--- src/rtl/rv_mt_pkg.sv ---
// Shared types and sizing for the multithreaded RV core: hart count,
// per-hart run state and the in-flight pipe entry.
package rv_mt_pkg;

    localparam int NHARTS = 8;
    localparam int HART_W = $clog2(NHARTS);

    typedef enum logic [1:0] {
        IDLE = 2'd0,
        RUN  = 2'd1,
        WAIT = 2'd2
    } hart_state_t;

    typedef struct packed {
        logic              valid;
        logic [HART_W-1:0] hart;
    } inflight_t;

endpackage

--- src/rtl/rv_rr_arb.sv ---
// Combinational rotating-priority picker: grants the first requester at or
// above ptr, wrapping modulo N. N must be a power of two equal to 2**W.
module rv_rr_arb
    import rv_mt_pkg::*;
#(
    parameter int N = NHARTS,
    parameter int W = HART_W
) (
    input  logic [N-1:0] req,
    input  logic [W-1:0] ptr,
    output logic         gnt_valid,
    output logic [W-1:0] gnt_id
);

    logic [W-1:0] idx;

    always_comb begin
        gnt_valid = 1'b0;
        gnt_id    = ptr;
        idx       = ptr;
        for (int k = 0; k < N; k++) begin
            // W-bit addition wraps the search around the top of the range
            idx = ptr + W'(k);
            if (!gnt_valid && req[idx]) begin
                gnt_valid = 1'b1;
                gnt_id    = idx;
            end
        end
    end

endmodule

--- src/rtl/rv_hart_sched.sv ---
// Barrel-thread scheduler: round-robin issue over RUN harts with at most one
// instruction per hart in flight, and the matching hart ID at writeback.
module rv_hart_sched
    import rv_mt_pkg::*;
#(
    parameter int                PIPE_DEPTH     = 4,
    parameter logic [NHARTS-1:0] RESET_RUN_MASK = NHARTS'(8'h01)
) (
    input  logic              clk,
    input  logic              rst,
    input  logic              en,
    input  logic [NHARTS-1:0] hart_start,
    input  logic [NHARTS-1:0] hart_stop,
    input  logic [NHARTS-1:0] hart_block,
    input  logic [NHARTS-1:0] hart_wake,
    output logic              issue_valid,
    output logic [HART_W-1:0] issue_hart,
    output logic              wb_valid,
    output logic [HART_W-1:0] wb_hart,
    output logic              pc_en,
    output logic [NHARTS-1:0] run_mask,
    output logic [NHARTS-1:0] inflight_mask
);

    // The issue cycle is the first of the PIPE_DEPTH cycles, so only
    // PIPE_DEPTH-1 registered slots follow it; the last one is writeback.
    localparam int WB = PIPE_DEPTH - 2;

    hart_state_t       state  [NHARTS];
    inflight_t         slot_p [PIPE_DEPTH-1];
    logic [HART_W-1:0] rr_ptr;
    logic [NHARTS-1:0] eligible;
    logic              gnt_valid;
    logic [HART_W-1:0] gnt_id;

    always_ff @(posedge clk) begin
        for (int i = 0; i < NHARTS; i++) begin
            if (rst) begin
                state[i] <= RESET_RUN_MASK[i] ? RUN : IDLE;
            end else if (hart_stop[i]) begin
                state[i] <= IDLE;
            end else begin
                case (state[i])
                    IDLE:    if (hart_start[i]) state[i] <= RUN;
                    RUN:     if (hart_block[i] && !hart_wake[i]) state[i] <= WAIT;
                    WAIT:    if (hart_wake[i]) state[i] <= RUN;
                    default: state[i] <= IDLE;
                endcase
            end
        end
    end

    always_comb begin
        for (int i = 0; i < NHARTS; i++) run_mask[i] = (state[i] == RUN);
    end

    // The writeback slot is excluded so a hart can reissue as it retires.
    always_comb begin
        inflight_mask = '0;
        for (int s = 0; s < WB; s++) begin
            if (slot_p[s].valid) inflight_mask[slot_p[s].hart] = 1'b1;
        end
    end

    assign eligible = {NHARTS{en}} & run_mask & ~inflight_mask;

    rv_rr_arb #(
        .N (NHARTS),
        .W (HART_W)
    ) u_arb (
        .req       (eligible),
        .ptr       (rr_ptr),
        .gnt_valid (gnt_valid),
        .gnt_id    (gnt_id)
    );

    // Issue stage -> slot 0; slots shift toward writeback only when en=1.
    always_ff @(posedge clk) begin
        if (rst) begin
            for (int s = 0; s < PIPE_DEPTH - 1; s++) slot_p[s].valid <= 1'b0;
            rr_ptr <= '0;
        end else if (en) begin
            slot_p[0].valid <= gnt_valid;
            slot_p[0].hart  <= gnt_id;
            for (int s = 1; s < PIPE_DEPTH - 1; s++) slot_p[s] <= slot_p[s-1];
            if (gnt_valid) rr_ptr <= gnt_id + HART_W'(1);
        end
    end

    // Writeback stage outputs.
    assign issue_valid = gnt_valid & ~rst;
    assign issue_hart  = gnt_id;
    assign wb_valid    = slot_p[WB].valid & ~rst;
    assign wb_hart     = slot_p[WB].hart;
    assign pc_en       = wb_valid & en;

endmodule
--- config.mk ---
export PLATFORM = sky130hd
export DESIGN_NAME = rv_hart_sched
export DESIGN_NICKNAME = d
export VERILOG_FILES = /design/src/rtl/rv_mt_pkg.sv /design/src/rtl/rv_rr_arb.sv /design/src/rtl/rv_hart_sched.sv
export SDC_FILE = /design/constraint.sdc
export NUM_CORES = 1
export LEC_CHECK = 0
export ABC_AREA = 1
export BUFFER_PORTS_ARGS = -buffer_cell sky130_fd_sc_hd__buf_4
export CAP_MARGIN = 10
export CORE_MARGIN = 4
export CORE_UTILIZATION = 52
export CTS_CLUSTER_DIAMETER = 60
export DETAILED_ROUTE_END_ITERATION = 8
export PLACE_DENSITY = 0.77
export SYNTH_ARGS = -nofsm -noshare
export SYNTH_HDL_FRONTEND = slang
export SYNTH_HIERARCHICAL = 1
export SYNTH_SLANG_ARGS = --single-unit
--- constraint.sdc ---
create_clock -name clk -period 3.3 [get_ports clk]
set_input_delay 0 -clock clk [delete_from_list [all_inputs] [get_ports clk]]
set_output_delay 0 -clock clk [all_outputs]
set_load 0.02 [all_outputs]
; Word-level counts from Yosys, hierarchy flattened
; Memory sizes are Yosys's and may differ from the RTL's.
; Index checks and enable logic that the tools add are counted.
[word_totals]
register_bits = 3
mem_bits_rw = 28
in_bits = 35
out_inout_bits = 25
word_cells = 400
mem_count = 2
[op_classes]
n_addsub = 8
order_cmp = 12
eq_ne = 16
mux = 261
bitwise_logic = 51
reduce_logical = 49
[mem_list]
columns = name, words, width, read_ports, rd_ports_with_merged_regs, wr, line_no
row1 = state, 8, 2, 8, 0, 8, rv_hart_sched.sv:29  ; hart_state_t state [NHARTS];
row2 = slot_p, 3, 4, 3, 0, 3, rv_hart_sched.sv:30  ; inflight_t slot_p [PIPE_DEPTH-1];
[ops]
columns = op, n
row1 = 1-bit two-way mux, 202
row2 = 2-bit two-way mux, 40
row3 = 1-bit OR, 43
row4 = "3-bit by 4-bit < comparator with 1-bit output, second input constant", 10
row5 = 1-bit binary-select mux with 3-bit select, 8
row6 = 3-bit OR reduction, 8
row7 = 3-bit two-way mux, 7
row8 = 1-bit logical AND, 17
row9 = 8-bit AND, 2
row10 = "2-bit by 1-bit == test with 1-bit output, second input constant", 8
row11 = "2-bit == test, second input constant", 8
row12 = 2-bit logical NOT, 8
row13 = 8-bit two-way mux, 2
row14 = 1-bit logical NOT, 15
row15 = "3-bit adder, second input constant", 4
row16 = 8-bit inverter, 1
row17 = 8-bit OR, 1
row18 = "3-bit by 1-bit adder with 3-bit output, second input constant", 2
row19 = "3-bit by 2-bit adder with 3-bit output, second input constant", 2
row20 = 1-bit demux with 3-bit select, 2
row21 = "3-bit by 1-bit greater-or-equal comparator with 1-bit output, second input constant", 2
row22 = 1-bit AND, 3
row23 = 2-bit AND reduction, 1
row24 = 1-bit inverter, 1

; Logic depth before layout (Yosys ltp)
; An unclocked memory read counts as a cell.
[depth]
ltp_word = 35
mapped_depth = 22
ltp_nobuf = 22

; Hierarchy
; Netlist, hierarchy kept.
[by_module_without_submodules]
columns = mod, n_inst, cells_per_inst, area_each_um2, seq_area_each_um2
row1 = rv_hart_sched, 1, 248, 1916.8, 900.9
row2 = rv_rr_arb, 1, 139, 735.7, 0.0

; Least setup slack after synthesis
; No wires, ideal clock.
[synth_path]
path_type = register to register
startpoint = memory slot_p[0][5] (netlist bit)
endpoint = register rr_ptr[1]
setup_ns = 0.116
arrival_ns = 3.364
required_time_ns = 3.184
path_slack_ns = -0.180
stages_incl_launch_ff = 17
n_path_buf = 0
synth_period_minus_slack_ns = 3.480
path_cell_list = edfxtp_1 inv_1 nand3_1 o21ai_0 nor2_1 nand2_2 nand3_1 nand3_1 nand2_2 nor2_4 nand3_4 nor3_4 nand3_2 o21ai_0 ha_1 o21ai_0 nor2_1
[synth_lines]
columns = item, line_no
row1 = "start, declared", rv_hart_sched.sv:30
row2 = "end signal, assigned", rv_hart_sched.sv:86  ; if (gnt_valid) rr_ptr <= gnt_id + HART_W'(1);
row3 = "end, declared", rv_hart_sched.sv:31  ; logic [HART_W-1:0] rr_ptr;

==> flow_summary.toml <==
[placed_design]
portBuffers = 59
dpl-instance-area_sq_um = 3120
gp_congestion = 1.00
dp_hpwl_mm = 5.22

[die]
core-area_sq_um = 4820
start_util = 0.551
die_h_um = 79.4
die_area_sq_um = 6310
die_x_um = 79.4
rows = 25
io_pins = 60

[timing]
slew_headroom = 0.599
final_hold_viol_count = 0
timing.final.crit_share = 0.928
fin_setup_tns_ns = 0
fin_worst_skew_ns = 0.00411
rsz0062_at_grt = "no"
min_period_ns = 3.06
setup_viol = 0
worst_slew_pin_slew_ns = 0.601
clock.fmax_mhz = 327
drv_slew = 0

[final_layout]
multi_input_area_sq_um = 1400
stdcell_area_sq_um = 3210
nFillCells = 455
regArea_sq_um = 901
final_util = 0.665
area_delta_synth_final_pct = 20.8
drive_above_1_share = 0.224
finalNetCount = 484
diodes = 0

[power]
p_sw_frac = 0.519
internal_power_w = 0.00129
pwr-share-seq = 0.199
power.density_nw_per_um2 = 839
p_clk_frac = 0.111
p_sw_w = 0.00140
cellLeakagePower_nw = 1.57
p_comb_frac = 0.689
vdd_ir_drop_max_mv = 0.581

[synthesis]
yosys.area.top_type = "edfxtp_1"
synthDistinctLibCells = 32
synthCells = 387
synth_top_cell_area_share = 0.317
synthFlopType = "edfxtp_1"
synth_area_sq_um = 2650
ys_async_sr_fraction = 0
post-synth-top-count-cell = "nand2_1"
synth-edff-count = 28
yosysSeqAreaShare = 0.340
synthTopCellsByArea = "edfxtp_1 32%, nand2_1 11%, nand3_1 11%, inv_1 9.2%, nor2_1 7.6%"
synth_area_per_cell_sq_um = 6.85
synth_nets = 425
ys_warn_count = 6
ys_top_cells_by_count = "78 x nand2_1, 65 x inv_1, 56 x nand3_1"
yosys_register_bits = 31

[min_path]
hp-class = "input pin to register"
min_from = "hart_stop[4]"

[job]
max_cap_viol_count = 0

[grt]
antenna_found_initial = 0
grt_use_total = 0.216
grt_pass1_wl_mm = 10.9
grt_max_degree = 16
grt_pass1_vias = 2508
grt.overflow.total = 0

[clocking]
insertion_delay_ns = 0.29
h-tree-depth = 2
post-cts-setup-buffers = 0
clockBufferDepth = 2
clk_pin_slew_ns = 0.07
cts_tree = "yes"
postCtsHoldBufs = 0
clock_sinks = 31
cts_made_buffers = 5
cts_resized = 0
cts_root_buffer = "clkbuf_8"

[critical_path]
regToRegStartpoint = "slot_p[0][0]$_DFFE_PP_"
cp_data_required_time_ns = 3.49
startpoint_type = "register"
crit_arrival_ns = 3.25
setup.worst_path.start = "slot_p[0][0]$_DFFE_PP_"
cp_max_fo = 5
critPathMaxStageDelay_ns = 0.40
crit_chain = "nor2_1, nand2_1, o21ai_1, nor2_1, nand2_1, nand3_1, nand3_1, o21ai_1, nor2_4, nand3_4, nor3_4, nand3_2, o21ai_1, ha_1, o21ai_0, nor2_1"
critical_path.slowest_cell = "edfxtp_1"
end_kind = "register"
critical_path_class = "register to register"

[drt]
vias = 2679
antenna_left = 0
drt-total-wl_mm = 6.47
highest_layer = "met4"
wl_per_cell_um = 12.6
met1_length_mm = 2.90
via_per_inst = 5.21
post-route-drc-count = 0
dr_wl_met2_mm = 3.04
first_pass_iters = 5
wl_met3_um = 466
initialDrtViolationCount = 307

[outcome]
status = "complete, no violations"
## critical path: cells and delay by family, from the launching register on
| family | cells | cell delay (ns) |
|---|---|---|
| fa+ha+maj | 1 | 0.28 |
| flops | 1 | 0.40 |
| compound gates | 4 | 0.76 |
| simple gates | 11 | 1.50 |
## final cells by class
cell class,instances,area share
Inverter,74,0.0867
Clock inverter,3,0.00468
Sequential cell,31,0.281
Timing Repair Buffer,61,0.143
Multi-Input combinational cell,273,0.437
Clock buffer,5,0.0215
Tap cell,67,0.0262
## layer usage
| layer | global-route usage | up-vias |
|---|---|---|
| met5 | 0 | - |
| met4 | 0.0567 | 0 |
| met3 | 0.0429 | 6 |
| met2 | 0.369 | 102 |
| met1 | 0.279 | 1193 |
| li1 | - | 1378 |
## worst paths after layout
check / endpoint / slack (ns) / cells after the start
worst min register to register: slot_p[0][4]$_DFFE_PP_ / 0.61 / 2
worst max register to register: rr_ptr[1]$_SDFFE_PP0P_ / 0.24 / 16
worst min-delay path: state[1][1]$_SDFFCE_PP0P_ / 0.003 / 2
worst max-delay path: rr_ptr[1]$_SDFFE_PP0P_ / 0.24 / 16
## registers in the layout (all words and copies together), names as in the netlist
register,cells
slot_p,12
state,16
rr_ptr,3
## stage by stage
step / total power (W) / hold WS (ns) / worst slack [ns] / instances
6_report: 0.00269 / 0.00299 / 0.239 / 514
5_1_grt: 0.00294 / 0.00141 / 0.0112 / 514
4_1_cts: 0.00268 / 0.00373 / 0.238 / 514
3_5_place_dp: 0.00238 / 0.311 / 0.266 / 506
3_3_place_gp: 0.00237 / 0.314 / 0.313 / 506
2_1_floorplan: 0.00190 / 0.196 / 0.0655 / 387
## logic make-up (layout without fill, tap and decap cells)
group,count (synthesis),count (layout),share of synthesized area
AND/OR/NAND/NOR,216,216,0.383
buffers and inverters,83,143,0.132
AO/OA/AOI/OAI,47,47,0.102
flip-flops,31,31,0.340
XOR/XNOR,7,7,0.0288
adder cells (fa/ha/maj),3,3,0.0142
## cells in the final DEF, fill, tap and decap left out
master       n
nand2_1     78
o22ai_1      1
clkinvlp_4   1
edfxtp_1    28
nor2_2       3
nand4_2      1
inv_1       65
nor2_1      54
nor3_4       1
o21bai_2     1
nand4_1      7
o21a_1       1
clkbuf_8     5
o21ai_2      2
nor3_1       2
a21oi_1      3
xor2_2       2
inv_2        9
nand3_2      4
nand3_1     56
ha_1         3
o211ai_1     3
xor2_1       1
nor2_4       5
a31oi_1      9
o21ai_0     21
nand2_2      4
clkinv_1     2
xnor2_1      4
dfxtp_1      3
nand3_4      1
buf_4       61
o21ai_1      6
## power by group through the flow
stage | Sequential (W) | Clock, W | Combinational, W
after floorplan | 0.000522 | 0 | 0.00138
after detailed placement | 0.000544 | 0 | 0.00183
after global routing | 0.000542 | 0.000322 | 0.00208
after global placement | 0.000541 | 0 | 0.00183
after CTS | 0.000535 | 0.000302 | 0.00184
final | 0.000536 | 0.000300 | 0.00185
Power figures use the tool's default switching activity.
